`src/rtl/vga_timing_pkg.sv`:
```
// Shared constants and types for the VGA timing decoder: default 640x480 mode,
// derived totals and the lock FSM state encoding.
package vga_timing_pkg;

    localparam int unsigned DEF_H_VISIBLE   = 640;
    localparam int unsigned DEF_H_FRONT     = 16;
    localparam int unsigned DEF_H_SYNC      = 96;
    localparam int unsigned DEF_H_BACK      = 48;
    localparam int unsigned DEF_V_VISIBLE   = 480;
    localparam int unsigned DEF_V_FRONT     = 10;
    localparam int unsigned DEF_V_SYNC      = 2;
    localparam int unsigned DEF_V_BACK      = 33;
    localparam int unsigned DEF_LOCK_FRAMES = 2;

    localparam int unsigned H_TOTAL = DEF_H_VISIBLE + DEF_H_FRONT + DEF_H_SYNC + DEF_H_BACK;
    localparam int unsigned V_TOTAL = DEF_V_VISIBLE + DEF_V_FRONT + DEF_V_SYNC + DEF_V_BACK;

    localparam logic [11:0] CNT_MAX = '1;

    typedef enum logic [1:0] {
        SEARCH = 2'd0,
        TRAIN  = 2'd1,
        LOCKED = 2'd2
    } state_t;

    // Saturating increment for the 12-bit raster counters.
    function automatic logic [11:0] sat_inc(input logic [11:0] v);
        return (v == CNT_MAX) ? v : v + 12'd1;
    endfunction

endpackage

```
`src/rtl/sync_2ff.sv`:
```
// Two-flop synchroniser for one asynchronous input; reset value is selectable so
// the chain can start at the idle level of the line it guards.
module sync_2ff #(
    parameter logic RESET_VAL = 1'b0
) (
    input  logic clock,
    input  logic reset,
    input  logic d,
    output logic q
);

    logic meta;

    always_ff @(posedge clock or negedge reset) begin
        if (!reset) begin
            meta <= RESET_VAL;
            q    <= RESET_VAL;
        end else begin
            meta <= d;
            q    <= meta;
        end
    end

endmodule

```
`src/rtl/vga_timing_decoder.sv`:
```
// Recovers raster position from raw hsync/vsync, measures line/frame length and
// tracks lock against the configured video mode.
module vga_timing_decoder
    import vga_timing_pkg::*;
#(
    parameter int unsigned H_VISIBLE       = DEF_H_VISIBLE,
    parameter int unsigned H_FRONT         = DEF_H_FRONT,
    parameter int unsigned H_SYNC          = DEF_H_SYNC,
    parameter int unsigned H_BACK          = DEF_H_BACK,
    parameter int unsigned V_VISIBLE       = DEF_V_VISIBLE,
    parameter int unsigned V_FRONT         = DEF_V_FRONT,
    parameter int unsigned V_SYNC          = DEF_V_SYNC,
    parameter int unsigned V_BACK          = DEF_V_BACK,
    parameter int unsigned SYNC_ACTIVE_LOW = 1,
    parameter int unsigned LOCK_FRAMES     = DEF_LOCK_FRAMES
) (
    input  logic        clock,
    input  logic        reset,
    input  logic        hsync_in,
    input  logic        vsync_in,
    output logic [11:0] x,
    output logic [11:0] y,
    output logic        visible,
    output logic        locked,
    output logic        h_err,
    output logic        v_err,
    output logic [11:0] h_total_meas,
    output logic [11:0] v_total_meas
);

    localparam logic [12:0] H_TOTAL_C = 13'(H_VISIBLE + H_FRONT + H_SYNC + H_BACK);
    localparam logic [12:0] V_TOTAL_C = 13'(V_VISIBLE + V_FRONT + V_SYNC + V_BACK);
    localparam logic [12:0] H_SYNC_C  = 13'(H_SYNC);
    localparam logic [11:0] HOFF      = 12'(H_SYNC + H_BACK);
    localparam logic [11:0] HEND      = 12'(H_SYNC + H_BACK + H_VISIBLE);
    localparam logic [11:0] VOFF      = 12'(V_SYNC + V_BACK);
    localparam logic [11:0] VEND      = 12'(V_SYNC + V_BACK + V_VISIBLE);
    localparam logic        POL       = (SYNC_ACTIVE_LOW != 0);
    localparam logic [7:0]  LOCK_N    = 8'(LOCK_FRAMES);

    logic        hs_sync, vs_sync;
    logic        hs_cur, hs_prev, vs_cur, vs_prev;
    logic        hs_rise, hs_fall, vs_rise;
    logic [11:0] hcnt, vcnt;
    logic [12:0] hcnt_p1, frame_len;
    logic [11:0] h_meas_nxt, v_meas_nxt;
    logic        h_err_c, v_err_c, any_err, frame_bad, hs_lost;
    logic        hvis, vvis;
    state_t      state, state_nxt;
    logic [7:0]  good_cnt, good_nxt, good_inc;
    logic        err_flag, flag_nxt;

    // Synchroniser chains idle at the inactive pin level so reset never fakes an edge.
    sync_2ff #(.RESET_VAL(POL)) u_hs_sync (
        .clock (clock),
        .reset (reset),
        .d     (hsync_in),
        .q     (hs_sync)
    );

    sync_2ff #(.RESET_VAL(POL)) u_vs_sync (
        .clock (clock),
        .reset (reset),
        .d     (vsync_in),
        .q     (vs_sync)
    );

    always_ff @(posedge clock or negedge reset) begin
        if (!reset) begin
            hs_cur  <= 1'b0;
            hs_prev <= 1'b0;
            vs_cur  <= 1'b0;
            vs_prev <= 1'b0;
        end else begin
            hs_cur  <= hs_sync ^ POL;
            hs_prev <= hs_cur;
            vs_cur  <= vs_sync ^ POL;
            vs_prev <= vs_cur;
        end
    end

    assign hs_rise = hs_cur & ~hs_prev;
    assign hs_fall = ~hs_cur & hs_prev;
    assign vs_rise = vs_cur & ~vs_prev;

    assign hcnt_p1    = {1'b0, hcnt} + 13'd1;
    assign frame_len  = {1'b0, vcnt} + {12'd0, hs_rise};
    assign h_meas_nxt = hcnt_p1[12] ? CNT_MAX : hcnt_p1[11:0];
    assign v_meas_nxt = frame_len[12] ? CNT_MAX : frame_len[11:0];

    assign h_err_c = (hs_rise && (hcnt_p1 != H_TOTAL_C)) ||
                     (hs_fall && (hcnt_p1 != H_SYNC_C));
    assign v_err_c = vs_rise && (frame_len != V_TOTAL_C);
    assign any_err = h_err_c | v_err_c;

    assign hvis = (hcnt >= HOFF) && (hcnt < HEND);
    assign vvis = (vcnt >= VOFF) && (vcnt < VEND);

    always_ff @(posedge clock or negedge reset) begin
        if (!reset) begin
            hcnt         <= '0;
            vcnt         <= '0;
            h_total_meas <= '0;
            v_total_meas <= '0;
            h_err        <= 1'b0;
            v_err        <= 1'b0;
        end else begin
            hcnt  <= hs_rise ? '0 : sat_inc(hcnt);
            h_err <= h_err_c;
            v_err <= v_err_c;
            if (vs_rise) begin
                vcnt <= '0;
            end else if (hs_rise) begin
                vcnt <= sat_inc(vcnt);
            end
            if (hs_rise) begin
                h_total_meas <= h_meas_nxt;
            end
            if (vs_rise) begin
                v_total_meas <= v_meas_nxt;
            end
        end
    end

    always_ff @(posedge clock or negedge reset) begin
        if (!reset) begin
            x       <= '0;
            y       <= '0;
            visible <= 1'b0;
        end else begin
            x       <= hvis ? (hcnt - HOFF) : '0;
            y       <= vvis ? (vcnt - VOFF) : '0;
            visible <= hvis & vvis & locked;
        end
    end

    assign good_inc  = good_cnt + 8'd1;
    assign frame_bad = err_flag | any_err;
    // A returning hs_rise clears the lost condition even while hcnt is still saturated.
    assign hs_lost   = (hcnt == CNT_MAX) && !hs_rise;

    always_comb begin
        state_nxt = state;
        good_nxt  = good_cnt;
        flag_nxt  = vs_rise ? 1'b0 : (err_flag | any_err);
        case (state)
            SEARCH: begin
                if (vs_rise) begin
                    state_nxt = TRAIN;
                    good_nxt  = '0;
                end
            end
            TRAIN: begin
                if (vs_rise) begin
                    if (frame_bad) begin
                        good_nxt = '0;
                    end else begin
                        good_nxt = good_inc;
                        if (good_inc >= LOCK_N) begin
                            state_nxt = LOCKED;
                        end
                    end
                end
            end
            LOCKED: begin
                if (any_err) begin
                    state_nxt = TRAIN;
                    good_nxt  = '0;
                end
            end
            default: begin
                state_nxt = SEARCH;
                good_nxt  = '0;
            end
        endcase
        if (hs_lost) begin
            state_nxt = SEARCH;
            good_nxt  = '0;
            flag_nxt  = 1'b0;
        end
    end

    always_ff @(posedge clock or negedge reset) begin
        if (!reset) begin
            state    <= SEARCH;
            good_cnt <= '0;
            err_flag <= 1'b0;
            locked   <= 1'b0;
        end else begin
            state    <= state_nxt;
            good_cnt <= good_nxt;
            err_flag <= flag_nxt;
            locked   <= (state == LOCKED);
        end
    end

endmodule

```
`config.mk`:
```
export PLATFORM = sky130hd
export DESIGN_NAME = vga_timing_decoder
export DESIGN_NICKNAME = d
export VERILOG_FILES = /design/src/rtl/vga_timing_pkg.sv /design/src/rtl/sync_2ff.sv /design/src/rtl/vga_timing_decoder.sv
export SDC_FILE = /design/constraint.sdc
export NUM_CORES = 1
export LEC_CHECK = 0
export BUFFER_PORTS_ARGS = -buffer_cell sky130_fd_sc_hd__buf_2
export CELL_PAD_IN_SITES_DETAIL_PLACEMENT = 0
export CELL_PAD_IN_SITES_GLOBAL_PLACEMENT = 1
export CORE_AREA = 2 2 88 174
export DETAILED_ROUTE_END_ITERATION = 10
export DIE_AREA = 0 0 90 176
export GPL_TIMING_DRIVEN = 0
export PLACE_DENSITY = 0.69
export SLEW_MARGIN = 20
export SYNTH_ARGS = -nofsm -noshare
export SYNTH_HDL_FRONTEND = slang
export SYNTH_SLANG_ARGS = --single-unit
```
`constraint.sdc`:
```
create_clock -name clock -period 4.2 [get_ports clock]
set_input_delay 0.63 -clock clock [delete_from_list [all_inputs] [get_ports clock]]
set_output_delay 0.63 -clock clock [all_outputs]
set_load 0.02 [all_outputs]
```
==> results of run 1 <==
area by class of cell:
type                       count  area share [%]
buffer                        31            2.61
clock inverter                 4            1.37
inverter                      21            1.42
timing repair buffer          56            5.56
sequential                    95            42.9
clock buffer                  12            4.62
multi-input combinational    338            37.2
tap                          192            4.32
cells by family after synthesis:
logic type      count (synthesis)
other cells                     1
flops                          95
mux                             7
compound gates                 85
simple gates                  203
buf+inv                        52
fa+ha+maj                      10
xor+xnor                       32
worst reg2reg max path: cells and delay by family, from the launching register on:
kind	cells	cell delay, ns
AO/OA/AOI/OAI	6	1.45
adder cells (fa/ha/maj)	2	0.54
buffers and inverters	3	0.79
flip-flops	1	0.45
AND/OR/NAND/NOR	2	0.37
path summary, 6_finish.rpt:
kind	start	endpoint	cells after the start
setup reg to reg	hs_prev$_DFF_PN0_	state[0]$_DFFE_PN0P_	13
setup / recovery	hs_prev$_DFF_PN0_	state[0]$_DFFE_PN0P_	13
min in group clock	u_hs_sync.meta$_DFF_PN1_	u_hs_sync.q$_DFF_PN1_	0
max in group asynchronous	reset	u_vs_sync.meta$_DFF_PN1_	2
hold / removal	reset	y[10]$_DFF_PN0_	1
hold reg to reg	u_hs_sync.meta$_DFF_PN1_	u_hs_sync.q$_DFF_PN1_	0
power by group through the flow:
stage | clock (mW) | combinational, mW | sequential (mW)
finish | 0.913 | 0.293 | 1.03
global route | 0.969 | 0.329 | 1.04
CTS | 0.934 | 0.297 | 1.03
detailed placement | 0 | 0.296 | 1.05
global placement | 0 | 0.287 | 1.04
floorplan | 0 | 0.155 | 1.07
cells in the final DEF (no fill, tap or decap), types with 3 or more instances in the layout:
master     instances
nand3_1           18
or2_2              4
nand2b_1           5
xor2_1            10
nor4b_1            5
xnor2_1           22
o21ai_0           26
o31ai_1            3
nor2_1            71
mux2i_1            7
o211ai_1           4
clkbuf_16          9
o31a_1             3
dfrtp_1           91
nor3b_1            5
nor4_1             4
and2_1             4
a31oi_1            8
inv_1             19
nor3_1            18
nand4_1           10
clkbuf_1          19
nand2_1           29
ha_1              10
and3_1             3
a21oi_1           22
dfstp_2            4
nor2b_1            9
buf_4              5
buf_2             62
or3_1              8
o21a_1             3
stage by stage:
stage / total power [mW] / util, %
5_1_grt: 2.34 / 38.5
3_5_place_dp: 1.34 / 36.2
4_1_cts: 2.26 / 38.5
2_1_floorplan: 1.23 / -
6_report: 2.24 / 38.5
3_3_place_gp: 1.33 / 36.0
registers in the layout, indices dropped and copies added, names as in the netlist, 2 cells and up:
register,flops
hcnt,12
v_total_meas,12
y,12
good_cnt,8
h_total_meas,12
vcnt,12
x,12
state,2
metal layers:
layer  up-vias  GRT usage (%)  share of wire [%]
met4         0           8.27                3.2
met1      1843           15.5                 36
li1       1803              -                  -
met2        62           31.3                 58
met5         -              0                  0
met3        18           2.48                2.3
==> results.ini, run 1 <==
[placement]
gp_congestion = 0.825
io_buffers = 55
placed_cell_area_mm2 = 0.00523
numPlacedInstances = 733
hpwl_mm = 9.04
place_ws_ns = 0.446

[power_and_ir_drop]
swShare_pct = 26.8
leakage_nw = 2.55
powerDensity_mw_per_mm2 = 402
vdd_drop_max_mv = 0.278
p_sw_mw = 0.598
p_seq_share_pct = 46.1
combPwrFrac_pct = 13.1
p_clk_share_pct = 40.8
internal-power_mw = 1.64

[route]
drt_iter0_drc = 196
finalWirelength_mm = 12.0
wl_per_cell_um = 16.1
dr.pass1.iters = 4
viasPerCell = 4.97
ant_nets = 0
vias = 3726
drc = 0

[clock_network]
cts-root-buf = clkbuf_16
clk_latency_ns = 0.35
cts_sinks = 95
clockBufferDepth = 2
ctsResizeCount = 0
htree_levels = 3
cts.clk_slew.worst_paths_ns = 0.07
tritoncts = done
cts_buffers = 9
postCtsHoldBufs = 0
cts_setup_buffers = 0

[global_route]
grt_max_degree = 80
grt_usage_pct = 15.9
grt_pass1_vias = 3800
grt_pass1_wl_mm = 19.6
gr-total-overflow = 0
grt_antenna_before_repair = 0

[setup_path]
worst_path_max_delay_cell = dfrtp_1
r2r_setup_slack_ns = 0.51
start_kind = flop
critPathArrivalTime_ns = 3.94
path_max_fanout = 10
path_buf_inv = 3
setup.worst_path.end_class = flop
crit_chain = nand2b_1, clkbuf_1, inv_2, clkbuf_1, ha_1, ha_1, nand2_1, o31a_1, a31o_2, a31oi_2, o21ba_4, o21a_1, a2111oi_2
max_stage_delay_ns = 0.45
crit_type = reg2reg
cp_top_family = compound AO/OA/AOI/OAI gates
crit_required_ns = 4.45

[synth]
synth_fa_ha_area_share_pct = 2.68
syn_inst = 485
ys_warn_count = 0
synth_compound_area_share_pct = 11.9
synth_top_family_by_area = simple AND/OR/NAND/NOR gates
yosys-top-cells-area = dfrtp_1 (49%), nor2_1 (5.7%), xnor2_1 (4.1%), o21ai_0 (2.8%), ha_1 (2.7%)
synth_most_common_cell = dfrtp_1
synth_top_area_share_pct = 48.7
synth_seq_cells = 95
synth_cell_types = 54
ys_top_cells_by_count = dfrtp_1 (91), nor2_1 (71), nand2_1 (29)
synth-simple-area-share_pct = 22.1
async_reset_ff_share_pct = 100
synth_mux_area_share_pct = 1.50
ys_seq_area_share_pct = 50.9
synth_fp_nets = 499
synth_top_flop_cell = dfrtp_1
syn-cell-area_mm2 = 0.00468
synth.avg_cell_area_um2 = 9.64
synth_area_leader_cell = dfrtp_1
synth-xor-area-share_pct = 5.99
synth_enable_flop_cells = 0

[final_layout]
area_growth_pct = 18.9
instances_no_fill = 749
multi_input_area_mm2 = 0.00207
fillerInstances = 1504
fin_area_mm2 = 0.00556
nets = 566
drive_above_1_share_pct = 18.7
seqCellArea_mm2 = 0.00238
antenna_cells = 0

[floorplanning]
core_mm2 = 0.0144
initial_core_util_pct = 32.4
io_pins = 56
die_h_um = 176
rows = 62
die-area_mm2 = 0.0158
die_x_um = 90

[run]
drv_cap = 0

[sta]
layout_setup_ws_ns = 0.507
post-route-min-period_ns = 3.69
rsz0062_at_grt = no
finClkSkew_ns = 0.00901
clock.fmax_mhz = 271
max-slew-margin-rel_pct = 48.0
worstMarginPinSlew_ns = 0.777
setup_viol = 0
drv_slew = 0
hold_viol = 0
setup_tns_ns = 0
holdWs_ns = 0.101
period_share_pct = 87.9

[run_status]
status = finished clean

[hold_path]
hold_path.class = in2async

(Power assumes the default switching activity.)
==> run 2: changes to the inputs <==
BUFFER_PORTS_ARGS = -buffer_cell sky130_fd_sc_hd__clkbuf_2   (was -buffer_cell sky130_fd_sc_hd__buf_2)
==> run 2 against run 1 <==
  * Fmax fell by 2.4%
  * Via count rose by 0.70%
  * Cell count did not move
  * Register-to-register slack got worse by 0.09 ns
  * Core utilization fell by 0.22 points
  * Largest cell class unchanged
==> results.ini, run 2 (same netlist as run 1, synthesis figures left out) <==
[placement]
gp_congestion = 0.835
placed_cell_area_mm2 = 0.00523
hpwl_mm = 9.03
numPlacedInstances = 733
place_ws_ns = 0.412
io_buffers = 55

[floorplanning]
die_h_um = 176
initial_core_util_pct = 32.4
die-area_mm2 = 0.0158
io_pins = 56
rows = 62
core_mm2 = 0.0144
die_x_um = 90

[global_route]
gr-total-overflow = 0
grt_usage_pct = 15.6
grt_max_degree = 93
grt_antenna_before_repair = 0
grt_util_met3_pct = 2.69
grt_pass1_vias = 3828
use_met1_pct = 15.4
use_met2_pct = 30.6
top_usage_layer = met2
grt_pass1_wl_mm = 19.4

[power_and_ir_drop]
p_sw_mw = 0.614
total_power_mw = 2.16
p_seq_share_pct = 47.7
vdd_drop_max_mv = 0.200
combPwrFrac_pct = 13.5
leakage_nw = 2.51
swShare_pct = 28.4
internal-power_mw = 1.55
powerDensity_mw_per_mm2 = 391
p_clk_share_pct = 38.8

[route]
dr.pass1.iters = 4
vias = 3752
finalWirelength_mm = 12.0
drt_iter0_drc = 155
viasPerCell = 5.01
drc = 0
ant_nets = 0
wl_per_cell_um = 16.0

[sta]
rsz0062_at_grt = no
setup_tns_ns = 0
worstMarginPinSlew_ns = 0.819
max-slew-margin-rel_pct = 45.1
post-route-min-period_ns = 3.79
period_share_pct = 90.1
finClkSkew_ns = 0.0124
holdWs_ns = 0.0856
layout_setup_ws_ns = 0.414
clock.fmax_mhz = 264
setup_viol = 0
drv_slew = 0
hold_viol = 0

[setup_path]
crit_type = reg2reg
crit_start = hs_prev$_DFF_PN0_
r2r_cells = 13
setup.worst_path.end_class = flop
r2r_start = hs_prev$_DFF_PN0_
critPathArrivalTime_ns = 4.02
crit_required_ns = 4.43
path_max_fanout = 10
r2r_setup_slack_ns = 0.41
start_kind = flop
crit_path_end = state[0]$_DFFE_PN0P_
timing.rr.end = state[0]$_DFFE_PN0P_

[final_layout]
fin_area_mm2 = 0.00553
instances_no_fill = 749
final_common_cell = dfrtp_1
utilization_pct = 38.3
drive_above_1_share_pct = 18.7
nets = 566
layout_common_cells = dfrtp_1 (91), nor2_1 (71), clkbuf_2 (54)
antenna_cells = 0
fillerInstances = 1525
area_growth_pct = 18.2

[clock_network]
tritoncts = done
postCtsHoldBufs = 0
htree_levels = 3
cts_sinks = 95
cts_buffers = 9
cts-root-buf = clkbuf_16
cts.clk_slew.worst_paths_ns = 0.07
cts_setup_buffers = 0
clk_latency_ns = 0.35
clockBufferDepth = 2
ctsResizeCount = 0

[run]
drv_cap = 0

[hold_path]
hold_path.class = in2async

[run_status]
status = finished clean

## run 2: cell count changes in the layout (fill, tap and decap cells not counted), sizes merged
cell	before	now
clkinv	0	3
inv	22	23
clkbuf	30	83
bufinv	2	1
clkinvlp	1	0
buf	69	14
## run 2: power groups by stage
stage	sequential [mW]	clock (mW)	combinational, mW
after floorplan	1.07	0	0.155
after global placement	1.05	0	0.287
after detailed placement	1.05	0	0.296
after CTS	1.03	0.861	0.297
after global routing	1.04	0.896	0.330
final	1.03	0.839	0.292
## run 2: layout make-up
cell class / count / area (um^2) / area share, %
Timing Repair Buffer: 56 / 312 / 5.64
Tap cell: 192 / 240 / 4.35
Clock inverter: 6 / 70.1 / 1.27
Clock buffer: 10 / 229 / 4.14
Buffer: 31 / 145 / 2.63
Multi-Input combinational cell: 338 / 2070 / 37.4
Sequential cell: 95 / 2380 / 43.1
Inverter: 21 / 78.8 / 1.43
## run 2: metal layers
layer  up-vias  share of wire (%)
met3        25                2.6
met2        84                 58
met1      1835                 36
met4         0                3.4
li1       1808                  -
met5         -                  0
## run 2: worst max-delay path, cell delays in order, from the launching register on
cell       delay [ns]
dfrtp_1          0.46
nand2b_1         0.17
clkbuf_1         0.22
inv_2            0.17
clkbuf_1         0.44
ha_1             0.27
ha_1             0.26
nand2_1          0.21
o31a_1           0.28
a31o_2           0.23
a31oi_2          0.25
o21ba_4          0.24
o21a_1           0.18
a2111oi_2        0.29
## run 2: worst min path at each step
stage | start | endpoint | slack [ns] | depth (start not counted)
floorplan | reset | err_flag$_DFF_PN0_ | 0.33 | 0
global placement | u_vs_sync.meta$_DFF_PN1_ | u_vs_sync.q$_DFF_PN1_ | 0.35 | 0
detailed placement | u_vs_sync.meta$_DFF_PN1_ | u_vs_sync.q$_DFF_PN1_ | 0.35 | 0
CTS | reset | y[10]$_DFF_PN0_ | 0.08 | 1
global route | reset | y[10]$_DFF_PN0_ | 0.07 | 1
finish | reset | y[10]$_DFF_PN0_ | 0.09 | 1
